==> config.mk <==
export PLATFORM = sky130hd
export DESIGN_NAME = button_mode_counter
export DESIGN_NICKNAME = d
export VERILOG_FILES = /design/src/rtl/button_mode_counter.sv
export SDC_FILE = /design/constraint.sdc
export NUM_CORES = 1
export LEC_CHECK = 0
export CORE_MARGIN = 5
export CORE_UTILIZATION = 48
export CTS_BUF_LIST = sky130_fd_sc_hd__clkbuf_16
export DETAILED_ROUTE_END_ITERATION = 8
export GPL_TIMING_DRIVEN = 0
export PLACE_DENSITY = 0.85
export SYNTH_ARGS = -nofsm -noshare
export SYNTH_HDL_FRONTEND = slang
export SYNTH_SLANG_ARGS = --single-unit
==> constraint.sdc <==
create_clock -name clk -period 1.9 [get_ports clk]
set_input_delay 0.38 -clock clk [delete_from_list [all_inputs] [get_ports clk]]
set_output_delay 0.38 -clock clk [all_outputs]
set_load 0.005 [all_outputs]
==> src/rtl/button_mode_counter.sv <==
// -----------------------------------------------------------------------------
// button_mode_counter
//   Steps a mode counter over 0..NUM_MODES-1 from three debounced push-buttons
//   (up / down / clear). Each button is synchronised into clk and rising-edge
//   detected. Up/down wrap or saturate at the ends depending on WRAP.
//
//   Optional feature: define AUTO_REPEAT_EN to add a hold-to-repeat FSM.
//   Holding up or down then steps again after HOLD_CYCLES, and every
//   REPEAT_CYCLES after that. With the macro undefined, no FSM or timer is
//   built and HOLD_CYCLES/REPEAT_CYCLES only take part in the parameter check.
//
// Ports
//   clk        in   1          system clock, rising edge
//   rst        in   1          asynchronous, active-high reset
//   btn_up     in   1          debounced level, async to clk
//   btn_down   in   1          debounced level, async to clk
//   btn_clear  in   1          debounced level, async to clk
//   mode       out  CTR_W      current mode, binary (registered)
//   mode_led   out  NUM_MODES  one-hot of mode (registered)
//   changed    out  1          one-cycle pulse when mode takes a new value (registered)
// -----------------------------------------------------------------------------
module button_mode_counter #(
    parameter int unsigned NUM_MODES     = 4,
    parameter int unsigned CTR_W         = 2,
    parameter int unsigned WRAP          = 1,
    parameter int unsigned HOLD_CYCLES   = 50000000,
    parameter int unsigned REPEAT_CYCLES = 12500000
) (
    input  logic                 clk,
    input  logic                 rst,
    input  logic                 btn_up,
    input  logic                 btn_down,
    input  logic                 btn_clear,
    output logic [CTR_W-1:0]     mode,
    output logic [NUM_MODES-1:0] mode_led,
    output logic                 changed
);

    localparam int unsigned BTN_N      = 3;
    localparam int unsigned BTN_UP     = 0;
    localparam int unsigned BTN_DN     = 1;
    localparam int unsigned BTN_CLR    = 2;
    localparam logic [CTR_W-1:0] MODE_LAST = CTR_W'(NUM_MODES - 1);

    // Elaboration-time sanity check of the parameter set
    if (NUM_MODES < 2 || CTR_W < $clog2(NUM_MODES) ||
        HOLD_CYCLES < 1 || REPEAT_CYCLES < 1) begin : g_param_check
        $error("button_mode_counter: illegal parameter combination");
    end

    // Synchroniser (s1, s2) plus previous-value register (s3) for each button
    logic [BTN_N-1:0] btn_vec;
    logic [BTN_N-1:0] s1_q;
    logic [BTN_N-1:0] s2_q;
    logic [BTN_N-1:0] s3_q;
    logic [BTN_N-1:0] rise;

    assign btn_vec = {btn_clear, btn_down, btn_up};

    always_ff @(posedge clk or posedge rst) begin
        if (rst) begin
            s1_q <= '0;
            s2_q <= '0;
            s3_q <= '0;
        end else begin
            s1_q <= btn_vec;
            s2_q <= s1_q;
            s3_q <= s2_q;
        end
    end

    assign rise = s2_q & ~s3_q;

    logic up_rise;
    logic down_rise;
    logic clear_rise;

    assign up_rise    = rise[BTN_UP];
    assign down_rise  = rise[BTN_DN];
    assign clear_rise = rise[BTN_CLR];

    logic up_step;
    logic down_step;

`ifdef AUTO_REPEAT_EN
    // Hold-to-repeat: one FSM shared by both directions, direction latched on press
    localparam int unsigned TMR_MAX = (HOLD_CYCLES > REPEAT_CYCLES) ? HOLD_CYCLES : REPEAT_CYCLES;
    localparam int unsigned TMR_W   = (TMR_MAX > 1) ? $clog2(TMR_MAX) : 1;

    typedef enum logic [1:0] {
        RPT_IDLE   = 2'd0,
        RPT_HOLD   = 2'd1,
        RPT_REPEAT = 2'd2
    } rpt_state_e;

    rpt_state_e       rpt_state_q;
    logic             rpt_dir_dn_q;
    logic [TMR_W-1:0] rpt_tmr_q;

    logic rpt_held;
    logic rpt_opp_rise;
    logic rpt_abort;
    logic rpt_tmr_last;
    logic rpt_fire;

    assign rpt_held     = rpt_dir_dn_q ? s2_q[BTN_DN] : s2_q[BTN_UP];
    assign rpt_opp_rise = rpt_dir_dn_q ? up_rise : down_rise;
    // Leaving HOLD/REPEAT: button released, or clear / opposite press takes over
    assign rpt_abort    = clear_rise | rpt_opp_rise | ~rpt_held;
    assign rpt_tmr_last = (rpt_state_q == RPT_HOLD) ?
                          (rpt_tmr_q == TMR_W'(HOLD_CYCLES - 1)) :
                          (rpt_tmr_q == TMR_W'(REPEAT_CYCLES - 1));
    assign rpt_fire     = (rpt_state_q != RPT_IDLE) & ~rpt_abort & rpt_tmr_last;

    assign up_step   = up_rise   | (rpt_fire & ~rpt_dir_dn_q);
    assign down_step = down_rise | (rpt_fire &  rpt_dir_dn_q);

    // Repeat FSM and timer
    always_ff @(posedge clk or posedge rst) begin
        if (rst) begin
            rpt_state_q  <= RPT_IDLE;
            rpt_dir_dn_q <= 1'b0;
            rpt_tmr_q    <= '0;
        end else begin
            case (rpt_state_q)
                RPT_IDLE: begin
                    // Simultaneous up+down cancel out, so only a lone press arms the FSM
                    if (!clear_rise && (up_rise ^ down_rise)) begin
                        rpt_state_q  <= RPT_HOLD;
                        rpt_dir_dn_q <= down_rise;
                        rpt_tmr_q    <= '0;
                    end
                end
                RPT_HOLD, RPT_REPEAT: begin
                    if (rpt_abort) begin
                        rpt_state_q <= RPT_IDLE;
                        rpt_tmr_q   <= '0;
                    end else if (rpt_tmr_last) begin
                        rpt_state_q <= RPT_REPEAT;
                        rpt_tmr_q   <= '0;
                    end else begin
                        rpt_tmr_q <= rpt_tmr_q + TMR_W'(1);
                    end
                end
                default: begin
                    rpt_state_q <= RPT_IDLE;
                    rpt_tmr_q   <= '0;
                end
            endcase
        end
    end
`else
    assign up_step   = up_rise;
    assign down_step = down_rise;
`endif

    // Mode counter
    logic [CTR_W-1:0]     mode_q;
    logic [CTR_W-1:0]     mode_d;
    logic [CTR_W-1:0]     mode_inc;
    logic [CTR_W-1:0]     mode_dec;
    logic [NUM_MODES-1:0] mode_led_q;
    logic                 changed_q;

    // Explicit end handling keeps mode inside 0..NUM_MODES-1 for any NUM_MODES
    always_comb begin
        mode_inc = mode_q + CTR_W'(1);
        mode_dec = mode_q - CTR_W'(1);
        if (mode_q == MODE_LAST) begin
            mode_inc = (WRAP != 0) ? '0 : mode_q;
        end
        if (mode_q == '0) begin
            mode_dec = (WRAP != 0) ? MODE_LAST : mode_q;
        end
    end

    // Step priority: clear > (up & down cancel) > up > down
    always_comb begin
        mode_d = mode_q;
        if (clear_rise) begin
            mode_d = '0;
        end else if (up_step && down_step) begin
            mode_d = mode_q;
        end else if (up_step) begin
            mode_d = mode_inc;
        end else if (down_step) begin
            mode_d = mode_dec;
        end
    end

    always_ff @(posedge clk or posedge rst) begin
        if (rst) begin
            mode_q     <= '0;
            mode_led_q <= NUM_MODES'(1);
            changed_q  <= 1'b0;
        end else begin
            mode_q     <= mode_d;
            mode_led_q <= NUM_MODES'(1) << mode_d;
            changed_q  <= (mode_d != mode_q);
        end
    end

    assign mode     = mode_q;
    assign mode_led = mode_led_q;
    assign changed  = changed_q;

endmodule

# Word level (Yosys, flattened, before mapping)
# Cells that the tools add are included.
dict set report op_classes {
  div_mod_pow 0
  n_reduce_logical 2
  multipliers 0
  order_cmp 0
  n_mux 6
  n_addsub 2
  shift 1
  n_bitwise 2
  n_eq_ne 2
}
# cell count
set op_table {}
lappend op_table {{2-bit 2-to-1 mux} 6}
lappend op_table {{1-bit by 2-bit << shifter with 4-bit output, first input constant} 1}
lappend op_table {{3-bit bitwise AND} 1}
lappend op_table {{3-bit NOT} 1}
lappend op_table {{2-bit by 1-bit adder with 2-bit output, second input constant} 1}
lappend op_table {{2-bit == test, second input constant} 1}
lappend op_table {{2-bit zero test} 1}
lappend op_table {{2-bit inequality test} 1}
lappend op_table {{2-bit by 1-bit subtractor with 2-bit output, second input constant} 1}
lappend op_table {{1-bit logical AND} 1}
dict set report totals {
  latch_bits 0
  output_inout_bits 7
  ff_bits 16
  memories 0
  rom_bits 0
  ram_bits 0
}

# Logic depth before layout (Yosys ltp)
# Gate-level depths: netlist of the first run.
dict set report logic_depth {
  ltp_word 7
  ltp_mapped 7
}

# Least setup slack after synthesis of the first run
# Ideal clock, no wire load.
dict set report synth_timing {
  kind {register to register}
  start {register mode_q[1] (netlist: mode[1])}
  end {register mode_led_q[2] (netlist: mode_led[2])}
  n_path_buf 0
  slack_ns 0.431
  path_stages_with_launch 6
  arrival_ns 1.350
  path_cell_list {dfrtp_1 -> inv_1 -> ha_1 -> a211oi_2 -> a211oi_4 -> and2_1}
}
dict set report synth_between {
  elab_chain_cells 7
}
# element line_no
set synth_rtl {}
lappend synth_rtl {{start: declaration} 158} ;# logic [CTR_W-1:0] mode_q;
lappend synth_rtl {{start signal: assignment} 197} ;# mode_q <= mode_d;
lappend synth_rtl {{2-bit by 1-bit subtractor with 2-bit output / 2-bit zero test (equally long branches)} {168, 172}}
lappend synth_rtl {{2-bit 2-to-1 mux} 172} ;# if (mode_q == '0) begin
lappend synth_rtl {{2-bit 2-to-1 mux} 186} ;# end else if (down_step) begin
lappend synth_rtl {{2-bit 2-to-1 mux} 184} ;# end else if (up_step) begin
lappend synth_rtl {{2-bit 2-to-1 mux *} 182} ;# end else if (up_step && down_step) begin
lappend synth_rtl {{2-bit 2-to-1 mux *} 180} ;# if (clear_rise) begin
lappend synth_rtl {{net mode_d[1]} 159} ;# logic [CTR_W-1:0] mode_d;
lappend synth_rtl {{1-bit by 2-bit << shifter with 4-bit output *} 198} ;# mode_led_q <= NUM_MODES'(1) << mode_d;
lappend synth_rtl {{end signal: assignment} 198}
lappend synth_rtl {{end: declaration} 162} ;# logic [NUM_MODES-1:0] mode_led_q;
# Mark *: on every way through the listed nets, which the timed path passes. The rest lies on a longest branch.

# Worst setup path in the final report of the first run
dict set report layout_timing {
  start {register mode_q[1] (netlist: mode[1])}
  end {output port mode[1]}
}
# element line_no
set layout_rtl {}
lappend layout_rtl {{end: declaration} 34} ;# output logic [CTR_W-1:0] mode,
# No word-level cell between the ends.

==> results of run 1 <==
## kinds of logic after synthesis
| logic type | Yosys count |
|---|---|
| buf+inv | 4 |
| simple gates | 18 |
| flops | 16 |
| compound gates | 12 |
| fa+ha+maj | 2 |
## through the flow
stage          power, W  cell area (µm²)
6_report        0.00126              877
5_1_grt         0.00134              877
4_1_cts         0.00128              877
3_5_place_dp   0.000872              798
3_3_place_gp   0.000853              798
2_1_floorplan  0.000692              669
## power groups by stage
stage	logic, W	registers (W)	clock network, W
5_1_grt	0.000430	0.000486	0.000424
2_1_floorplan	0.000214	0.000478	0
3_3_place_gp	0.000382	0.000471	0
4_1_cts	0.000399	0.000477	0.000400
3_5_place_dp	0.000393	0.000479	0
6_report	0.000390	0.000476	0.000391
## flip-flops by register name, indices dropped and copies added (netlist names)
| signal | flops |
|---|---|
| mode | 2 |
| mode_led | 4 |
| changed | 1 |
| s1_q | 3 |
| s3_q | 3 |
| s2_q | 3 |
## worst min path at each step
stage,slack (ns),cells after the start,end
6_report,0.35,0,s2_q[1]
5_1_grt,0.36,0,s2_q[0]
4_1_cts,0.35,0,s2_q[1]
3_5_place_dp,0.34,0,s2_q[1]
3_3_place_gp,0.33,0,s2_q[1]
2_1_floorplan,0.29,1,changed
## layout make-up
cell class / count / area (µm²) / area share, %
timing repair buffer: 11 / 110 / 12.6
multi-input combinational: 32 / 253 / 28.8
tap: 15 / 18.8 / 2.14
clock inverter: 1 / 3.75 / 0.428
clock buffer: 3 / 75.1 / 8.56
inverter: 4 / 15.0 / 1.71
sequential: 16 / 402 / 45.8
## layout by cell type (no fill, tap or decap), types with 2 or more instances in the layout
master / instances
dfrtp_1: 15
nor2_1: 3
a21oi_1: 2
ha_1: 2
clkbuf_16: 3
and2_1: 3
inv_1: 4
o22ai_1: 2
clkdlybuf4s50_1: 11
nand2_1: 2
nand2b_1: 2
nor2_4: 2
nor2b_1: 2
## layer usage
metal	global-route usage [%]	vias up
met5	0	-
met4	6.63	0
met3	3.83	2
met2	21.1	13
met1	14.6	204
li1	-	206
==> flow_results.org, run 1 <==
** Power and ir drop
- Leakage power total :: 0.380 nW
- In this run, the combinational gates consume 31.0% of the power.
- The clock network burns 31.1% of the power.
- Sequential group share of total power :: 37.8%
- Worst supply voltage drop on vdd :: 817 µV
- Switching Share :: 26.8%
- For this design the ratio of total power to cell area is 1430 mW/mm².
- Cell-internal power :: 0.000920 W
- Net load switching power :: 0.000337 W

** Drt
- Post-detailed-route count of antenna-violating nets :: 0
- Using the TritonRoute via totals, the vias-per-cell ratio works out to 5.18.
- Detailed routing placed a total of 577 µm of wire on met2.
- Total Wirelength :: 1.09 mm
- M1 WL :: 442 µm
- After detailed routing, the average wire length per cell comes to 13.3 µm.
- Summing over every cut layer, the via total after detailed routing is 425.
- Drt drc :: 0
- Highest signal layer in the routed design :: met4
- The first detailed-routing pass took 4 iterations.
- After the first detailed-routing iteration, the DRC count stood at 9.
- The routed design uses 59 µm of met3 wire.

** Floorplanning
- During I/O placement, the number of pins put on the boundary was 12.
- Placeable Area :: 0.00132 mm²
- The die covers 0.00224 mm².
- Die width :: 47.3 µm
- In this run the core area contains 13 standard-cell rows.
- Die boundary height :: 47.3 µm
- Once the floorplan was initialized, standard cells occupied 50.8% of the core.

** Yosys
- Synthesis produced a netlist with a net count of 59.
- Most numerous cell in the Yosys netlist :: dfrtp_1
- Sequential cell area fraction in the yosys report :: 60.0%
- dfrtp_1 takes more of the synthesized area than any other cell.
- Share of Yosys cell area claimed by the top area cell type :: 56.1%
- Synthesis inferred 16 register bits.
- The synthesized design contains 0 enable-type register cells.
- Commonest cells in the netlist :: dfrtp_1 (15), inv_1 (4), and2_1 (3), nor2_1 (3)
- Of the total synthesized cell area, the portion taken by AND, OR, NAND and NOR gates is 17.9%.
- Syn_area_per_cell :: 12.9 µm²
- Syn. warnings :: 0
- After synthesis, the cell types taking the most area are dfrtp_1 (56%), dfstp_2 (3.9%), ha_1 (3.7%), nor2_4 (3.4%), a211oi_4 (3.0%).
- Dominant synthesized flop cell :: dfrtp_1
- The synthesized netlist occupies a cell area of 669 µm².
- After synthesis, the share of flip-flops with an asynchronous set or reset is 100%.
- Measured against the total synthesized area, the mux share comes to 0%.
- Fraction of the mapped netlist area in adder cells :: 3.74%
- The synthesized netlist devotes 0% of its cell area to XOR and XNOR gates.
- Dominant combinational cell family by area after synthesis :: simple AND/OR/NAND/NOR gates
- Synthesis produced 52 cells.
- The netlist uses 24 different library cells.
- Summing the areas of all compound-gate instances in the mapped netlist gives 16.1% of the synthesized area.

** Final layout
- Number of filler cells placed in the layout :: 97
- Fraction of layout cells with a size suffix above 1 :: 19.4%
- # diodes :: 0
- The area growth from synthesis to layout is 31.0%.
- Final non-filler cell total :: 82
- For this run, the share of the core covered by cells in the final layout is 66.6%.
- The net count of the finished layout is 75.

** Timing
- The tightest hold path in the finished design has a slack of 0.347 ns.
- Peak clock frequency supported by timing :: 599 MHz
- Setup violations remaining at the end of the flow were counted as 0.
- At the pin with the least slew margin, the transition time is 0.554 ns.
- Final Max Tran Viols :: 0
- Summed over all failing endpoints, the final setup total negative slack is 0 ns.
- The clock arrives with 0.000807 ns of skew.
- Post-route clock period utilization :: 87.9%
- The worst path in the final design needs a cycle of 1.67 ns, including I/O delays and setup.
- Relative slew slack :: 63.0%
- The hold violation total from the final report came to 0.
- In the post-route analysis, the smallest setup slack over all paths is 0.231 ns.
- Setup repair after global routing left no endpoint under its margin.

** GRT
- Total Routing Usage GR :: 12.7%
- The initial antenna violation count came to 0.
- Wire length of the first global-routing pass :: 1.88 mm
- Entering global routing, the biggest net connects 17 pins.
- The number of global-route vias before repair is 417.
- After global routing the overflow that remains totals 0.

** Clock network
- Post-CTS setup repair buffer count :: 0
- Clock-pin slew was measured on the worst setup and hold paths at 0.05 ns.
- CTS root buffer :: clkbuf_16
- In this run the number of H-tree levels came out at 1.
- The clock reaches the later pin of the worst-skew pair after 0.24 ns.
- The clock passes through at most 2 buffers.
- After clock tree synthesis, the repair step resized 0 gates.
- For this design, the CTS-stage hold fixing added 0 buffers.
- Counting every sink on the clock net gives 16.
- TritonCTS built the clock tree.
- Number of CTS-inserted buffers :: 3

** Setup path
- On the worst path, the slowest cell contributes a delay of 0.56 ns.
- Critical path depth in cells :: 1
- Kind of end point of the critical path :: output port
- Required time of the worst setup path :: 1.52 ns
- The number of buffers and inverters on the critical path is 1.
- Reg2Reg Depth :: 5
- Type of the setup path with the least slack :: reg -> out
- Following the worst setup path forward leads to its endpoint at mode[1].
- STA classifies the critical path startpoint as a register.
- Critical Path Slowest Stage Cell :: clkdlybuf4s50_1
- STA puts the critical path data arrival time at 1.29 ns.
- Grouping stages by cell kind, the critical path spends the most delay in buffers and inverters.
- The worst register-to-register path ends at mode_led[3].
- Critical Path Source :: mode[1]
- Register-to-Register Setup Slack :: 0.32 ns
- Traced cell by cell, the critical path runs through clkdlybuf4s50_1.
- In this run the worst path has a maximum fanout of 8.
- Reg2Reg Launch Point :: mode[1]

** Min path
- Path type of the worst min-delay path :: reg -> reg
- The worst hold path begins at s1_q[1].

** Status
- Status :: finished, final reports clean

** Placed design
- After detailed placement, the design holds a cell count of 78.
- Routability cong. :: 0.734
- Input and output buffers added on the ports amount to 11.
- Once detailed placement completed, the half-perimeter wirelength came to 838 µm.
- Minimum setup slack after placement :: 0.317 ns

** Run
- The tool flagged a number of max-cap violations equal to 0.
Power figures use the tool's default switching activity.
==> run 2: changes to the inputs <==
==> constraint.sdc (replaced) <==
create_clock -name clk -period 1.9 [get_ports clk]
set_input_delay 0.475 -clock clk [delete_from_list [all_inputs] [get_ports clk]]
set_output_delay 0.475 -clock clk [all_outputs]
set_load 0.1 [all_outputs]
==> flow_results.org, run 2 (synthesized netlist as in run 1, its figures left out) <==
** Drt
- Drt drc :: 0 (unchanged)
- The violation count after the first detailed-routing iteration came to 4 (-5).
- Post-detailed-route count of antenna-violating nets :: 0 (unchanged)
- Pre-Repair DR Iteration Count :: 4 (unchanged)
- The via total after detailed routing is 433 (+1.9%).
- The routed length per placed instance was 14.1 µm (+5.9%).
- Total Wirelength :: 1.16 mm (+5.9%)
- The vias per cell is 5.28 (+1.9%).

** Timing
- Peak clock frequency supported by timing :: 539 MHz (-10%)
- The transition time at the pin with the least slew margin is 0.957 ns (+0.403 ns).
- The slack of the critical path came to 0.0439 ns (-0.187 ns).
- Setup repair after global routing left no endpoint under its margin.
- Setup Viol. Count Final :: 0 (unchanged)
- The worst hold slack was 0.346 ns (-0.000176 ns).
- Relative slew slack :: 36.5% (-27 points)
- The minimum clock period after layout came to 1.86 ns (+0.187 ns).
- The max-slew violation total from the final report is 0 (unchanged).
- The sum of negative setup slack is 0 ns (unchanged).
- The clock tree skew after final layout is 0.000852 ns (+0.0000445 ns).
- The hold violation total from the final report is 0 (unchanged).
- Post-route clock period utilization :: 97.7% (+9.8 points)

** Run
- Max-Cap Viols :: 0 (unchanged)

** GRT
- Wire length of the first global-routing pass :: 2.00 mm (+6.3%)
- The largest net degree at the start of global routing came to 17 (unchanged).
- The number of global-route vias before repair was 477 (+14%).
- Total Routing Usage GR :: 13.1% (+0.39 points)
- The overall overflow remaining after global route came to 0 (unchanged).
- Number of antenna violations at the first check in global routing :: 0 (unchanged)

** Floorplanning
- Total Die Area :: 0.00224 mm² (unchanged)
- The die height is 47.3 µm (unchanged).
- The row count is 13 (unchanged).
- Die width :: 47.3 µm (unchanged)
- The starting density of the core is 50.8% (unchanged).
- Placeable Area :: 0.00132 mm² (unchanged)
- IO Pins :: 12 (unchanged)

** Setup path
- The combined buffer and inverter count along the critical path is 1 (unchanged).
- The critical path goes through clkdlybuf4s15_1.
- The critical path in this run is classified as reg -> out.
- STA classifies the critical path startpoint as a register.
- Largest incremental delay on the critical path :: 0.81 ns (+0.25 ns)
- Required time of the worst setup path :: 1.42 ns (-0.10 ns)
- Kind of end point of the critical path :: output port
- Among all stages on the critical path, the largest delay is contributed by clkdlybuf4s15_1.
- The data arrival at the endpoint of the critical path was 1.38 ns (+0.09 ns).
- Worst path top cell family by delay :: buffers and inverters
- Maximum fanout count along the critical path :: 1 (-7)

** Placed design
- Routability cong. :: 0.761 (+3.7%)
- The count of input and output buffers was 11 (unchanged).
- The post-DP HPWL was 899 µm (+7.3%).
- The worst setup slack before clock tree synthesis came to -0.203 ns (-0.521 ns).

** Final layout
- # diodes :: 0 (unchanged)
- Storage element area :: 404 µm² (+0.62%)
- The area of the multi-input gates was 253 µm² (unchanged).
- Leaving out fill and tap cells, the most frequent cell in the layout is dfrtp_1.
- The ratio of cells with drive above 1 in the final layout is 29.9% (+10 points).
- Post-Route Utilization :: 66.3% (-0.28 points)
- Compared with the post-synthesis result, the final layout area differs by 30.5%.
- Nets :: 75 (unchanged)
- Number of filler cells placed in the layout :: 93 (-4.1%)
- The number of flip-flops in the largest register is 4 (unchanged).
- Leaving out fill and tap cells, the most frequent cells in the layout are dfrtp_1 (13), inv_1 (4), clkdlybuf4s50_1 (4).

** Clock network
- Total number of clock tree sinks :: 16 (unchanged)
- Number of CTS-inserted buffers :: 3 (unchanged)
- Worst-Skew Late Latency :: 0.24 ns (about the same)
- Maximum root-to-sink buffer count :: 2 (unchanged)
- The post-CTS setup repair buffer count was 0 (unchanged).
- The clock transition at the register clock pins on the worst setup and hold paths after CTS is 0.05 ns (about the same).
- The number of levels in the clock H-tree is 1 (unchanged).
- TritonCTS built the clock tree.
- CTS root buffer :: clkbuf_16

** Min path
- The path class of the tightest hold or removal check is reg -> reg.

** Status
- The run finished with clean final reports.
run 2: cell types whose count changed in the layout (fill, tap and decap cells not counted), sizes merged:
cell / before / now
clkbuf: 3 / 5
clkdlybuf4s15: 0 / 5
clkdlybuf4s50: 11 / 4
run 2: final timing paths:
check	startpoint	to	slack, ns	cells past startpoint
min in group asynchronous	rst	s1_q[1]	0.59	2
min reg2reg	s1_q[1]	s2_q[1]	0.35	0
max	mode_led[2]	mode_led[2]	0.04	1
max reg2reg	mode[1]	mode_led[3]	0.37	7
max in group asynchronous	rst	mode[1]	0.92	2
min	s1_q[1]	s2_q[1]	0.35	0
run 2: through the flow:
step,std cells,area (µm²)
6_report,82,873
5_1_grt,82,873
4_1_cts,82,881
3_5_place_dp,78,801
3_3_place_gp,78,801
2_1_floorplan,52,672
run 2: what timing repair did:
item,CTS,global route
gates resized for setup,15,4
gates cloned,0,0
setup endpoints to repair,7,4
hold buffers,0,0
run 2: layer usage:
| metal | vias up | wire length (µm) | track usage [%] |
|---|---|---|---|
| met1 | 215 | 463 | 14.4 |
| met3 | 0 | 52 | 2.30 |
| met2 | 12 | 643 | 23.8 |
| met4 | 0 | 0 | 6.63 |
| li1 | 206 | - | - |
| met5 | - | 0 | 0 |
run 2: area by class of cell:
| type | count | share of cell area (%) |
|---|---|---|
| Tap cell | 15 | 2.15 |
| Timing Repair Buffer | 11 | 11.9 |
| Multi-Input combinational cell | 32 | 28.9 |
| Inverter | 4 | 1.72 |
| Clock inverter | 1 | 0.430 |
| Clock buffer | 3 | 8.60 |
| Sequential cell | 16 | 46.3 |
Power of run 2 is left out: the tool's default activity adds up to more than one toggle a clock period on the data nets, which glitch-free logic cannot reach.
==> run 3: changes to the inputs <==
CTS_CLUSTER_SIZE = 30   (was unset)
==> results of run 3 <==
The final DEF is identical to that of run 2; final timing and power are the same.
Power of run 3 is left out for the same reason.
